File: config.mk
export PLATFORM = sky130hd
export DESIGN_NAME = tdm_channel_sequencer
export DESIGN_NICKNAME = d
export VERILOG_FILES = /design/src/rtl/tdm_channel_sequencer.sv
export SDC_FILE = /design/constraint.sdc
export NUM_CORES = 1
export LEC_CHECK = 0
export CAP_MARGIN = 20
export CORE_ASPECT_RATIO = 1.25
export CORE_MARGIN = 4
export CORE_UTILIZATION = 58
export DETAILED_ROUTE_END_ITERATION = 7
export HOLD_SLACK_MARGIN = 0.12
export PLACE_DENSITY = 0.88
export SLEW_MARGIN = 20
export SYNTH_ARGS = -nofsm -noshare
export SYNTH_HDL_FRONTEND = slang
export SYNTH_SLANG_ARGS = --single-unit
File: constraint.sdc
create_clock -name clk -period 7.5 [get_ports clk]
set_input_delay 1.5 -clock clk [delete_from_list [all_inputs] [get_ports clk]]
set_output_delay 1.5 -clock clk [all_outputs]
set_load 0.02 [all_outputs]
File: src/rtl/tdm_channel_sequencer.sv
// TDM channel sequencer for the EEG AFE input multiplexer.
// One-hot break-before-make selects, ADC sample strobe and frame marker.
module tdm_channel_sequencer #(
    parameter int N_CH = 4,
    parameter int DW   = 8,
    parameter int GAP  = 1,
    parameter int CIW  = $clog2(N_CH)
) (
    input  logic            clk,
    input  logic            RST_N,
    input  logic            en,
    input  logic [N_CH-1:0] ch_mask,
    input  logic [DW-1:0]   dwell,
    output logic [N_CH-1:0] CH,
    output logic [CIW-1:0]  ch_idx,
    output logic            sample,
    output logic            frame_start,
    output logic            busy
);

    typedef enum logic [1:0] {
        S_IDLE,
        S_DWELL,
        S_GAP
    } state_t;

    localparam int GW = 4;

    state_t          state_q, state_d;
    logic [DW-1:0]   cnt_q, cnt_d;
    logic [GW-1:0]   gap_q, gap_d;
    logic            wrap_q, wrap_d;
    logic [CIW-1:0]  idx_q, idx_d;
    logic [N_CH-1:0] ch_q, ch_d;
    logic            sample_q, sample_d;
    logic            frame_q, frame_d;
    logic            busy_q, busy_d;

    logic            enter;
    logic            enter_frame;
    logic [CIW-1:0]  nxt;
    logic [DW-1:0]   dwell_len;

    function automatic logic [CIW-1:0] lowest_set(
        input logic [N_CH-1:0] m
    );
        logic [CIW-1:0] r;
        logic [CIW-1:0] b;
        r = '0;
        for (int i = N_CH - 1; i >= 0; i--) begin
            b = CIW'(i);
            if (m[b]) r = b;
        end
        return r;
    endfunction

    // Scan downwards so the smallest cyclic distance above cur wins;
    // distance N_CH lands back on cur itself (single-channel mask).
    function automatic logic [CIW-1:0] next_set(
        input logic [N_CH-1:0] m,
        input logic [CIW-1:0]  cur
    );
        logic [CIW-1:0] r;
        logic [CIW-1:0] b;
        int             j;
        r = cur;
        for (int k = N_CH; k >= 1; k--) begin
            j = (int'(cur) + k) % N_CH;
            b = CIW'(j);
            if (m[b]) r = b;
        end
        return r;
    endfunction

    // Next-state and next-output computation for the scan FSM.
    always_comb begin
        state_d     = state_q;
        cnt_d       = cnt_q;
        gap_d       = gap_q;
        wrap_d      = wrap_q;
        idx_d       = idx_q;
        enter       = 1'b0;
        enter_frame = 1'b0;
        nxt         = next_set(ch_mask, idx_q);
        dwell_len   = (dwell == '0) ? DW'(1) : dwell;

        unique case (state_q)
            S_IDLE: begin
                if (en && (ch_mask != '0)) begin
                    enter       = 1'b1;
                    enter_frame = 1'b1;
                    idx_d       = lowest_set(ch_mask);
                end
            end
            S_DWELL: begin
                if (cnt_q > DW'(1)) begin
                    cnt_d = cnt_q - DW'(1);
                end else if (!en || (ch_mask == '0)) begin
                    state_d = S_IDLE;
                    cnt_d   = '0;
                end else if (GAP > 0) begin
                    state_d = S_GAP;
                    cnt_d   = '0;
                    gap_d   = GW'(GAP);
                    idx_d   = nxt;
                    wrap_d  = (nxt <= idx_q);
                end else begin
                    enter       = 1'b1;
                    enter_frame = (nxt <= idx_q);
                    idx_d       = nxt;
                end
            end
            S_GAP: begin
                if (gap_q > GW'(1)) begin
                    gap_d = gap_q - GW'(1);
                end else if (!en) begin
                    state_d = S_IDLE;
                    gap_d   = '0;
                end else begin
                    enter       = 1'b1;
                    enter_frame = wrap_q;
                    gap_d       = '0;
                end
            end
            default: begin
                state_d = S_IDLE;
            end
        endcase

        if (enter) begin
            state_d = S_DWELL;
            cnt_d   = dwell_len;
        end

        ch_d     = '0;
        if (state_d == S_DWELL) begin
            ch_d = {{(N_CH-1){1'b0}}, 1'b1} << idx_d;
        end
        sample_d = (state_d == S_DWELL) && (cnt_d == DW'(1));
        frame_d  = enter && enter_frame;
        busy_d   = (state_d != S_IDLE);
    end

    // State, counters and registered outputs.
    always_ff @(posedge clk or negedge RST_N) begin
        if (!RST_N) begin
            state_q  <= S_IDLE;
            cnt_q    <= '0;
            gap_q    <= '0;
            wrap_q   <= 1'b0;
            idx_q    <= '0;
            ch_q     <= '0;
            sample_q <= 1'b0;
            frame_q  <= 1'b0;
            busy_q   <= 1'b0;
        end else begin
            state_q  <= state_d;
            cnt_q    <= cnt_d;
            gap_q    <= gap_d;
            wrap_q   <= wrap_d;
            idx_q    <= idx_d;
            ch_q     <= ch_d;
            sample_q <= sample_d;
            frame_q  <= frame_d;
            busy_q   <= busy_d;
        end
    end

    assign CH          = ch_q;
    assign ch_idx      = idx_q;
    assign sample      = sample_q;
    assign frame_start = frame_q;
    assign busy        = busy_q;

endmodule

==> results of run 1 <==
-- power by group --
part | internal (mW) | switching (mW)
combinational | 0.144 | 0.190
clock | 0.0297 | 0.0398
sequential | 0.174 | 0.0600
total | 0.348 | 0.290
-- state kept, by name (all words and copies together), names as in the netlist --
| register | count |
|---|---|
| busy | 1 |
| wrap_q | 1 |
| sample | 1 |
| CH | 4 |
| gap_q | 4 |
| cnt_q | 8 |
| ch_idx | 2 |
| state_q | 2 |
| frame_start | 1 |
-- routing by layer --
layer,up-vias,GRT usage (%),part of all wire [%]
met5,-,0,0
met4,0,8.31,1.5
met3,8,3.58,4.8
met2,62,41.7,51
met1,751,26.3,42
li1,747,-,-
-- how the worst min path moves through the flow --
| stage | from | endpoint | slack [ns] | cells past startpoint |
|---|---|---|---|---|
| final | wrap_q | wrap_q | 0.53 | 2 |
| after global routing | gap_q[1] | gap_q[1] | 0.58 | 2 |
| after CTS | wrap_q | wrap_q | 0.54 | 2 |
| after detailed placement | wrap_q | wrap_q | 0.51 | 2 |
| after global placement | wrap_q | wrap_q | 0.47 | 2 |
| after floorplan | wrap_q | wrap_q | 0.45 | 2 |
-- through the flow --
stage / area, µm² / worst slack, ns
after floorplan: 1670 / 4.53
after global placement: 1860 / 3.79
after detailed placement: 1860 / 3.64
after CTS: 1900 / 4.01
after global routing: 1890 / 3.77
final: 1890 / 3.98
-- tightest hold or removal path, delay by kind of cell (launching register included) --
kind / cells / cell delay, ns
and+or+nand+nor: 1 / 0.05
DFF: 1 / 0.38
AOI/OAI and AO/OA: 1 / 0.07
-- cells in the final DEF (no fill, tap or decap), drive strengths merged, types with 3 or more instances in the layout --
master | netlist | final
ha | 6 | 6
clkbuf | 2 | 4
clkdlybuf4s50 | 0 | 22
nand2b | 3 | 3
nor2 | 16 | 16
a31oi | 5 | 5
dfrtp | 24 | 24
nand2 | 21 | 21
nor2b | 4 | 4
o21ai | 16 | 16
inv | 12 | 12
a21oi | 8 | 8
o31ai | 4 | 4
or3 | 3 | 3
nor4 | 3 | 3
nand3 | 4 | 4
nor3 | 12 | 12
-- cell families after synthesis --
group | Yosys count
and+or+nand+nor | 81
AOI/OAI and AO/OA | 58
DFF | 24
buffers and inverters | 22
adders and majority gates | 6
muxes | 2
xor gates and xnor gates | 1
-- area by class of cell --
| cell class | count | area, µm² | share of cell area [%] |
|---|---|---|---|
| clock buffers | 4 | 36.3 | 1.92 |
| multi-input cells | 148 | 941 | 49.8 |
| well taps | 34 | 42.5 | 2.25 |
| flip-flops and latches | 24 | 601 | 31.8 |
| inverters | 12 | 45.0 | 2.38 |
| repair buffers | 23 | 225 | 11.9 |
==> flow_metrics.env, run 1 <==
export IMPL_clock_fmax_ghz=0.284
export IMPL_cp_slowest_cell="o41ai_1"
export IMPL_finalPower_mw=0.638
export IMPL_final_util_pct=69.2
export IMPL_synth_compound_area_share_pct=24.1
export IMPL_slew_headroom_pct=31.9
export IMPL_h_tree_depth=1
export IMPL_drive_above_1_share_pct=6.64
export IMPL_r2r_start="gap_q[0]"
export IMPL_place_gp_congestion=0.830
export IMPL_io_pin_count=24
export IMPL_path_depth=5
export IMPL_power_density_nw_per_um2=337
export IMPL_ant_nets=0
export IMPL_drtIter0Drc=82
export IMPL_regToRegEndpoint="sample"
export IMPL_post_route_min_period_ns=3.52
export IMPL_diodes=0
export IMPL_io_buffers=23
export IMPL_cts_sinks=24
export IMPL_final_max_slew_viol_count=0
export IMPL_rsz0062_at_grt="no"
export IMPL_clkTransAtPathRegs_ns=0.14
export IMPL_critical_path_class="input pin to flip-flop"
export IMPL_rrSetupSlack_ns=4.84
export IMPL_fin_nets=233
export IMPL_grt_max_degree=25
export IMPL_initial_utilization_pct=61.3
export IMPL_yosys_warnings=0
export IMPL_clock_latency_ns=0.32
export IMPL_hold_ws_ns=0.528
export IMPL_synth_area_leader_cell="dfrtp_1"
export IMPL_ctsHoldBuffers=0
export IMPL_synth_seq_cells=24
export IMPL_arrival_ns=3.77
export IMPL_synthMuxAreaShare_pct=1.20
export IMPL_synth_nets=215
export IMPL_rr_worst_depth=7
export IMPL_drc=0
export IMPL_ir_worst_vdd_mv=0.208
export IMPL_p_leak_nw=0.791
export IMPL_cts_root_buf="clkbuf_4"
export IMPL_synth_yosys_seq_area_share_pct=35.9
export IMPL_cts_tree="done"
export IMPL_die_area_um2=3820
export IMPL_cp_num_buf_inv=1
export IMPL_die_width_um=56.1
export IMPL_endpoint="CH[1]"
export IMPL_vias_per_cell=6.40
export IMPL_setup_worst_path_start="ch_mask[1]"
export IMPL_grt_pass1_vias=1544
export IMPL_fin_crit_sh_pct=47.0
export IMPL_synth_area_leaders="dfrtp_1, nand2_1, ha_1, o21ai_0, buf_6"
export IMPL_dp_hpwl_mm=3.03
export IMPL_synth_most_common_cell="dfrtp_1"
export IMPL_cpLargestDelayFamily="compound AO/OA/AOI/OAI gates"
export IMPL_synth_adder_area_share_pct=4.48
export IMPL_synthesis_instances=194
export IMPL_overflow=0
export IMPL_syn_area_per_cell_um2=8.63
export IMPL_startpoint_type="input pin"
export IMPL_cts_buffers=3
export IMPL_wirelength_mm=4.02
export IMPL_synth_cell_types=56
export IMPL_grt_pass1_wl_mm=6.90
export IMPL_clock_path_buffers=2
export IMPL_slowest_delay_ns=0.95
export IMPL_grt_usage_pct=22.5
export IMPL_cts_resized=0
export IMPL_maxCapViolations=0
export IMPL_worst_pin_slew_ns=1.02
export IMPL_outcome="finished clean"
export IMPL_synth_xor_area_share_pct=0.523
export IMPL_core_area_um2=2730
export IMPL_die_h_um=68.1
export IMPL_yosysTopAreaCellShare_pct=35.9
export IMPL_synth_top_family_by_area="simple AND/OR/NAND/NOR gates"
export IMPL_vias=1568
export IMPL_finClkSkew_ns=0.0104
export IMPL_end_kind="flip-flop"
export IMPL_critPathRequiredTime_ns=7.75
export IMPL_crit_path_max_fanout=7
export IMPL_area_growth_pct=12.9
export IMPL_crit_chain="clkdlybuf4s50_1 > o41ai_1 > nor3_1 > a211oi_1 > nor3b_1"
export IMPL_synthSimpleGateAreaFrac_pct=25.9
export IMPL_dp_cells=241
export IMPL_final_cells=245
export IMPL_netlist_top_cells_count="dfrtp_1, nand2_1, nor2_1"
export IMPL_setup_viol=0
export IMPL_synth_edff_count=0
export IMPL_final_setup_tns_ns=0
export IMPL_synth_ff_type="dfrtp_1"
export IMPL_fillCellCount=220
export IMPL_row_count=21
export IMPL_hold_class="flip-flop to flip-flop"
export IMPL_post_cts_buffers=0
export IMPL_antenna_found_initial=0
export IMPL_wl_per_cell_um=16.4
export IMPL_finalHoldViolCount=0
export IMPL_syn_area_um2=1670
export IMPL_async_flop_share_pct=100
export IMPL_dr_pass1_iters=4
(Power assumes the default switching activity.)
==> run 2: changes to the inputs <==
--- a/config.mk
+++ b/config.mk
@@ -8,10 +8,10 @@
 export CAP_MARGIN = 20
 export CORE_ASPECT_RATIO = 1.25
 export CORE_MARGIN = 4
-export CORE_UTILIZATION = 58
+export CORE_UTILIZATION = 54
 export DETAILED_ROUTE_END_ITERATION = 7
 export HOLD_SLACK_MARGIN = 0.12
-export PLACE_DENSITY = 0.88
+export PLACE_DENSITY = 0.83
 export SLEW_MARGIN = 20
 export SYNTH_ARGS = -nofsm -noshare
 export SYNTH_HDL_FRONTEND = slang
==> constraint.sdc (replaced) <==
create_clock -name clk -period 3.51 [get_ports clk]
set_input_delay 0.702 -clock clk [delete_from_list [all_inputs] [get_ports clk]]
set_output_delay 0.702 -clock clk [all_outputs]
set_load 0.02 [all_outputs]
==> flow_metrics.env, run 2 (synthesis results as in run 1) <==
export IMPL_end_kind="flip-flop"
export IMPL_largest_register_ffs=8
export IMPL_setup_viol=0
export IMPL_vias_per_cell=6.25
export IMPL_hold_class="input pin to async pin"
export IMPL_overflow=0
export IMPL_layout_commonest_cell="dfrtp_1"
export IMPL_r2r_start="gap_q[0]"
export IMPL_die_area_um2=4060
export IMPL_rsz0062_at_grt="no"
export IMPL_ir_worst_vdd_mv=0.396
export IMPL_ant_nets=0
export IMPL_regToRegEndpoint="sample"
export IMPL_finalHoldViolCount=0
export IMPL_crit_chain="clkdlybuf4s50_1 > nor4_1 > nor2b_1 > a211oi_1 > nor4_1 > o221a_2"
export IMPL_rr_worst_depth=7
export IMPL_dp_hpwl_mm=2.87
export IMPL_worst_pin_slew_ns=0.919
export IMPL_cpLargestDelayFamily="compound AO/OA/AOI/OAI gates"
export IMPL_critical_path_class="input pin to flip-flop"
export IMPL_maxCapViolations=0
export IMPL_clock_fmax_ghz=0.386
export IMPL_arrival_ns=2.82
export IMPL_post_cts_buffers=0
export IMPL_slew_headroom_pct=38.4
export IMPL_antenna_found_initial=0
export IMPL_row_count=22
export IMPL_die_h_um=70.3
export IMPL_core_area_um2=2950
export IMPL_cts_root_buf="clkbuf_4"
export IMPL_fin_nets=234
export IMPL_clock_path_buffers=2
export IMPL_fillCellCount=269
export IMPL_area_growth_pct=14.5
export IMPL_cts_buffers=3
export IMPL_post_route_min_period_ns=2.59
export IMPL_cts_resized=0
export IMPL_dr_pass1_iters=4
export IMPL_wl_per_cell_um=15.8
export IMPL_rrSetupSlack_ns=0.97
export IMPL_cp_num_buf_inv=1
export IMPL_diodes=0
export IMPL_regMostFlops="cnt_q"
export IMPL_vias=1549
export IMPL_cpMostUsedCell="nor4_1"
export IMPL_io_pin_count=24
export IMPL_grt_pass1_wl_mm=6.53
export IMPL_p_leak_nw=0.803
export IMPL_h_tree_depth=1
export IMPL_drtIter0Drc=51
export IMPL_place_gp_congestion=0.856
export IMPL_path_depth=6
export IMPL_cts_tree="done"
export IMPL_power_density_nw_per_um2=735
export IMPL_fin_crit_sh_pct=73.9
export IMPL_io_buffers=23
export IMPL_endpoint="sample"
export IMPL_final_setup_tns_ns=0
export IMPL_slowest_delay_ns=0.78
export IMPL_crit_path_max_fanout=9
export IMPL_drive_above_1_share_pct=7.08
export IMPL_clkTransAtPathRegs_ns=0.15
export IMPL_critPathRequiredTime_ns=3.74
export IMPL_cts_sinks=24
export IMPL_drc=0
export IMPL_hold_ws_ns=0.324
export IMPL_final_cell_mix="dfrtp_1, clkdlybuf4s50_1, nand2_1, nor2_1, o21ai_0"
export IMPL_cp_slowest_cell="a211oi_1"
export IMPL_final_max_slew_viol_count=0
export IMPL_outcome="finished clean"
export IMPL_setup_worst_path_start="ch_mask[1]"
export IMPL_die_width_um=57.8
export IMPL_finClkSkew_ns=0.0108
export IMPL_startpoint_type="input pin"
export IMPL_wirelength_mm=3.91
export IMPL_grt_usage_pct=20.1
export IMPL_grt_max_degree=25
export IMPL_initial_utilization_pct=56.8
export IMPL_ctsHoldBuffers=0
export IMPL_grt_pass1_vias=1466
export IMPL_clock_latency_ns=0.33
==> run 2: changes by cell type in the layout (fill, tap and decap cells not counted), sizes merged <==
cell    delta
buf        +1
bufinv     +1
clkbuf     -1
==> run 2: worst min-delay path by stage <==
stage / endpoint / start / slack (ns)
after floorplan: CH[0] / RST_N / 0.41
after global placement: wrap_q / wrap_q / 0.47
after detailed placement: wrap_q / wrap_q / 0.48
after CTS: wrap_q / wrap_q / 0.51
after global routing: cnt_q[7] / RST_N / 0.37
final: cnt_q[4] / RST_N / 0.32
==> run 2: power by group <==
| part | total [mW] | switching [mW] | internal, mW |
|---|---|---|---|
| Combinational | 0.709 | 0.401 | 0.308 |
| Sequential | 0.493 | 0.123 | 0.371 |
| Clock | 0.207 | 0.0914 | 0.116 |
==> run 2: routing by layer <==
metal	track usage, %	part of all wire [%]
met5	0	0
met4	7.99	3.3
met3	3.51	5.1
met2	35.2	51
met1	23.8	41
==> run 2: stage by stage <==
stage                     utilization [%]  total power [mW]  std cells  area, µm²  worst slack [ns]
after global routing                 65.1              1.52        248       1920             0.735
after CTS                            65.3              1.41        248       1920             0.949
after global placement               63.5              1.17        244       1870             0.693
after detailed placement             63.5              1.20        244       1870             0.596
final                                65.1              1.41        248       1920             0.917
after floorplan                         -              1.02        194       1670              1.14
==> run 2: area by class of cell <==
| type | instances | area (µm²) | area share [%] |
|---|---|---|---|
| Multi-Input combinational cell | 148 | 941 | 49.1 |
| Sequential cell | 24 | 601 | 31.3 |
| Timing Repair Buffer | 24 | 233 | 12.1 |
| Inverter | 12 | 45.0 | 2.35 |
| Tap cell | 36 | 45.0 | 2.35 |
| Clock inverter | 1 | 30.0 | 1.57 |
| Clock buffer | 3 | 22.5 | 1.17 |
==> run 2: worst register-to-register path, cell delays in order (launching register included) <==
cell,delay [ns]
dfrtp_1,0.45
inv_1,0.07
ha_1,0.18
nor2_1,0.07
or3_1,0.38
a211oi_1,0.81
nor4_1,0.15
o221a_2,0.32
==> run 3: changes to the inputs <==
--- a/config.mk
+++ b/config.mk
@@ -8,10 +8,10 @@
 export CAP_MARGIN = 20
 export CORE_ASPECT_RATIO = 1.25
 export CORE_MARGIN = 4
-export CORE_UTILIZATION = 54
+export CORE_UTILIZATION = 49
 export DETAILED_ROUTE_END_ITERATION = 7
 export HOLD_SLACK_MARGIN = 0.12
-export PLACE_DENSITY = 0.83
+export PLACE_DENSITY = 0.8
 export SLEW_MARGIN = 20
 export SYNTH_ARGS = -nofsm -noshare
 export SYNTH_HDL_FRONTEND = slang
==> constraint.sdc (replaced) <==
create_clock -name clk -period 2.34 [get_ports clk]
set_input_delay 0.468 -clock clk [delete_from_list [all_inputs] [get_ports clk]]
set_output_delay 0.468 -clock clk [all_outputs]
set_load 0.02 [all_outputs]
==> flow_metrics.env, run 3 (synthesis results as in run 1) <==
export IMPL_slew_headroom_pct=69.2
export IMPL_die_area_um2=4420
export IMPL_die_width_um=60.3
export IMPL_cts_tree="done"
export IMPL_finalHoldViolCount=0
export IMPL_cts_root_buf="clkbuf_8"
export IMPL_row_count=23
export IMPL_io_pin_count=24
export IMPL_antenna_found_initial=0
export IMPL_r2r_start="cnt_q[0]"
export IMPL_ir_worst_vdd_mv=0.762
export IMPL_area_growth_pct=32.4
export IMPL_holdPathStages=2
export IMPL_vias_per_cell=5.99
export IMPL_holdCritStartpoint="wrap_q"
export IMPL_finClkSkew_ns=0.00337
export IMPL_setup_viol=0
export IMPL_rrSetupSlack_ns=0.07
export IMPL_worst_pin_slew_ns=0.458
export IMPL_dr_pass1_iters=4
export IMPL_largest_register_ffs=8
export IMPL_grt_usage_pct=20.6
export IMPL_final_util_pct=68.2
export IMPL_critical_path_class="flip-flop to flip-flop"
export IMPL_p_leak_nw=0.951
export IMPL_min_to="wrap_q"
export IMPL_dp_cells=273
export IMPL_maxCapViolations=0
export IMPL_ant_nets=0
export IMPL_finalPower_mw=2.42
export IMPL_fin_area_um2=2220
export IMPL_regMostFlops="cnt_q"
export IMPL_place_area_um2=2080
export IMPL_initial_utilization_pct=51.5
export IMPL_final_cells=277
export IMPL_grt_max_degree=25
export IMPL_wl_per_cell_um=15.7
export IMPL_place_gp_congestion=0.934
export IMPL_ctsHoldBuffers=0
export IMPL_clkTransAtPathRegs_ns=0.09
export IMPL_final_cell_mix="buf_4, dfrtp_1, clkdlybuf4s50_1, nand2_1, nor2_1"
export IMPL_setup_worst_path_start="cnt_q[0]"
export IMPL_startpoint_type="flip-flop"
export IMPL_fin_crit_sh_pct=96.9
export IMPL_post_route_min_period_ns=2.27
export IMPL_dp_hpwl_mm=3.08
export IMPL_drive_above_1_share_pct=20.8
export IMPL_grt_pass1_wl_mm=7.12
export IMPL_grt_pass1_vias=1589
export IMPL_clock_latency_ns=0.27
export IMPL_io_buffers=23
export IMPL_clock_path_buffers=2
export IMPL_drtIter0Drc=97
export IMPL_hold_class="flip-flop to flip-flop"
export IMPL_regToRegEndpoint="sample"
export IMPL_cts_sinks=24
export IMPL_fin_nets=262
export IMPL_diodes=0
export IMPL_power_density_nw_per_um2=1090
export IMPL_h_tree_depth=1
export IMPL_layout_commonest_cell="buf_4"
export IMPL_core_area_um2=3250
export IMPL_wirelength_mm=4.35
export IMPL_post_cts_buffers=0
export IMPL_end_kind="flip-flop"
export IMPL_critPathRequiredTime_ns=2.50
export IMPL_vias=1660
export IMPL_outcome="finished clean"
export IMPL_drc=0
export IMPL_rr_worst_depth=5
export IMPL_final_max_slew_viol_count=0
export IMPL_overflow=0
export IMPL_arrival_ns=2.43
export IMPL_die_h_um=73.4
export IMPL_crit_path_max_fanout=5
export IMPL_clock_fmax_ghz=0.441
export IMPL_cts_buffers=3
-- run 3: final cells by class --
class	instances	area, µm²
timing repair buffer	52	448
multi-input combinational	148	1010
sequential	24	601
inverter	12	45.0
clock inverter	1	30.0
tap	37	46.3
clock buffer	3	41.3
fill	258	1030
-- run 3: stage by stage --
| stage | hold WS (ns) | worst slack (ns) | setup TNS, ns |
|---|---|---|---|
| after floorplan | 0.172 | 0.0143 | 0 |
| after global placement | 0.491 | -0.202 | -0.895 |
| after detailed placement | 0.502 | -0.303 | -1.51 |
| after CTS | 0.524 | 0.00863 | 0 |
| after global routing | 0.541 | -0.0110 | -0.0196 |
| final | 0.511 | 0.0714 | 0 |
-- run 3: where the power goes --
part	leakage, nW	switching [mW]	internal [mW]	total, mW
combinational	0.616	0.748	0.629	1.38
sequential	0.300	0.120	0.558	0.677
clock	0.0357	0.137	0.229	0.366
total	0.951	1.00	1.42	2.42
-- run 3: worst max-delay path, stage by stage (launching register included) --
cell and delay [ns]:
dfrtp_1 0.44, or4b_2 0.66, or4_2 0.57, a22oi_1 0.22
mux2i_1 0.14, o221a_2 0.14
-- run 3: worst max path at each step --
stage,end,slack (ns),cells past startpoint
6_report,sample,0.07,5
2_1_floorplan,CH[3],0.01,8
3_3_place_gp,CH[2],-0.20,7
4_1_cts,sample,0.009,8
3_5_place_dp,CH[1],-0.30,7
5_1_grt,sample,-0.01,8
-- run 3: timing repair --
action / in CTS / in global routing
pin swaps: 0 / 1
gates resized for setup: 3 / 9
setup endpoints to repair: 6 / 5
-- run 3: layer usage --
| metal | vias up | routed length [µm] | global-route usage, % | share of wire [%] |
|---|---|---|---|---|
| met1 | 777 | 1770 | 26.1 | 41 |
| met3 | 10 | 235 | 1.76 | 5.4 |
| li1 | 806 | - | - | - |
| met5 | - | 0 | 0 | 0 |
| met4 | 0 | 92 | 8.37 | 2.1 |
| met2 | 67 | 2260 | 35.5 | 52 |
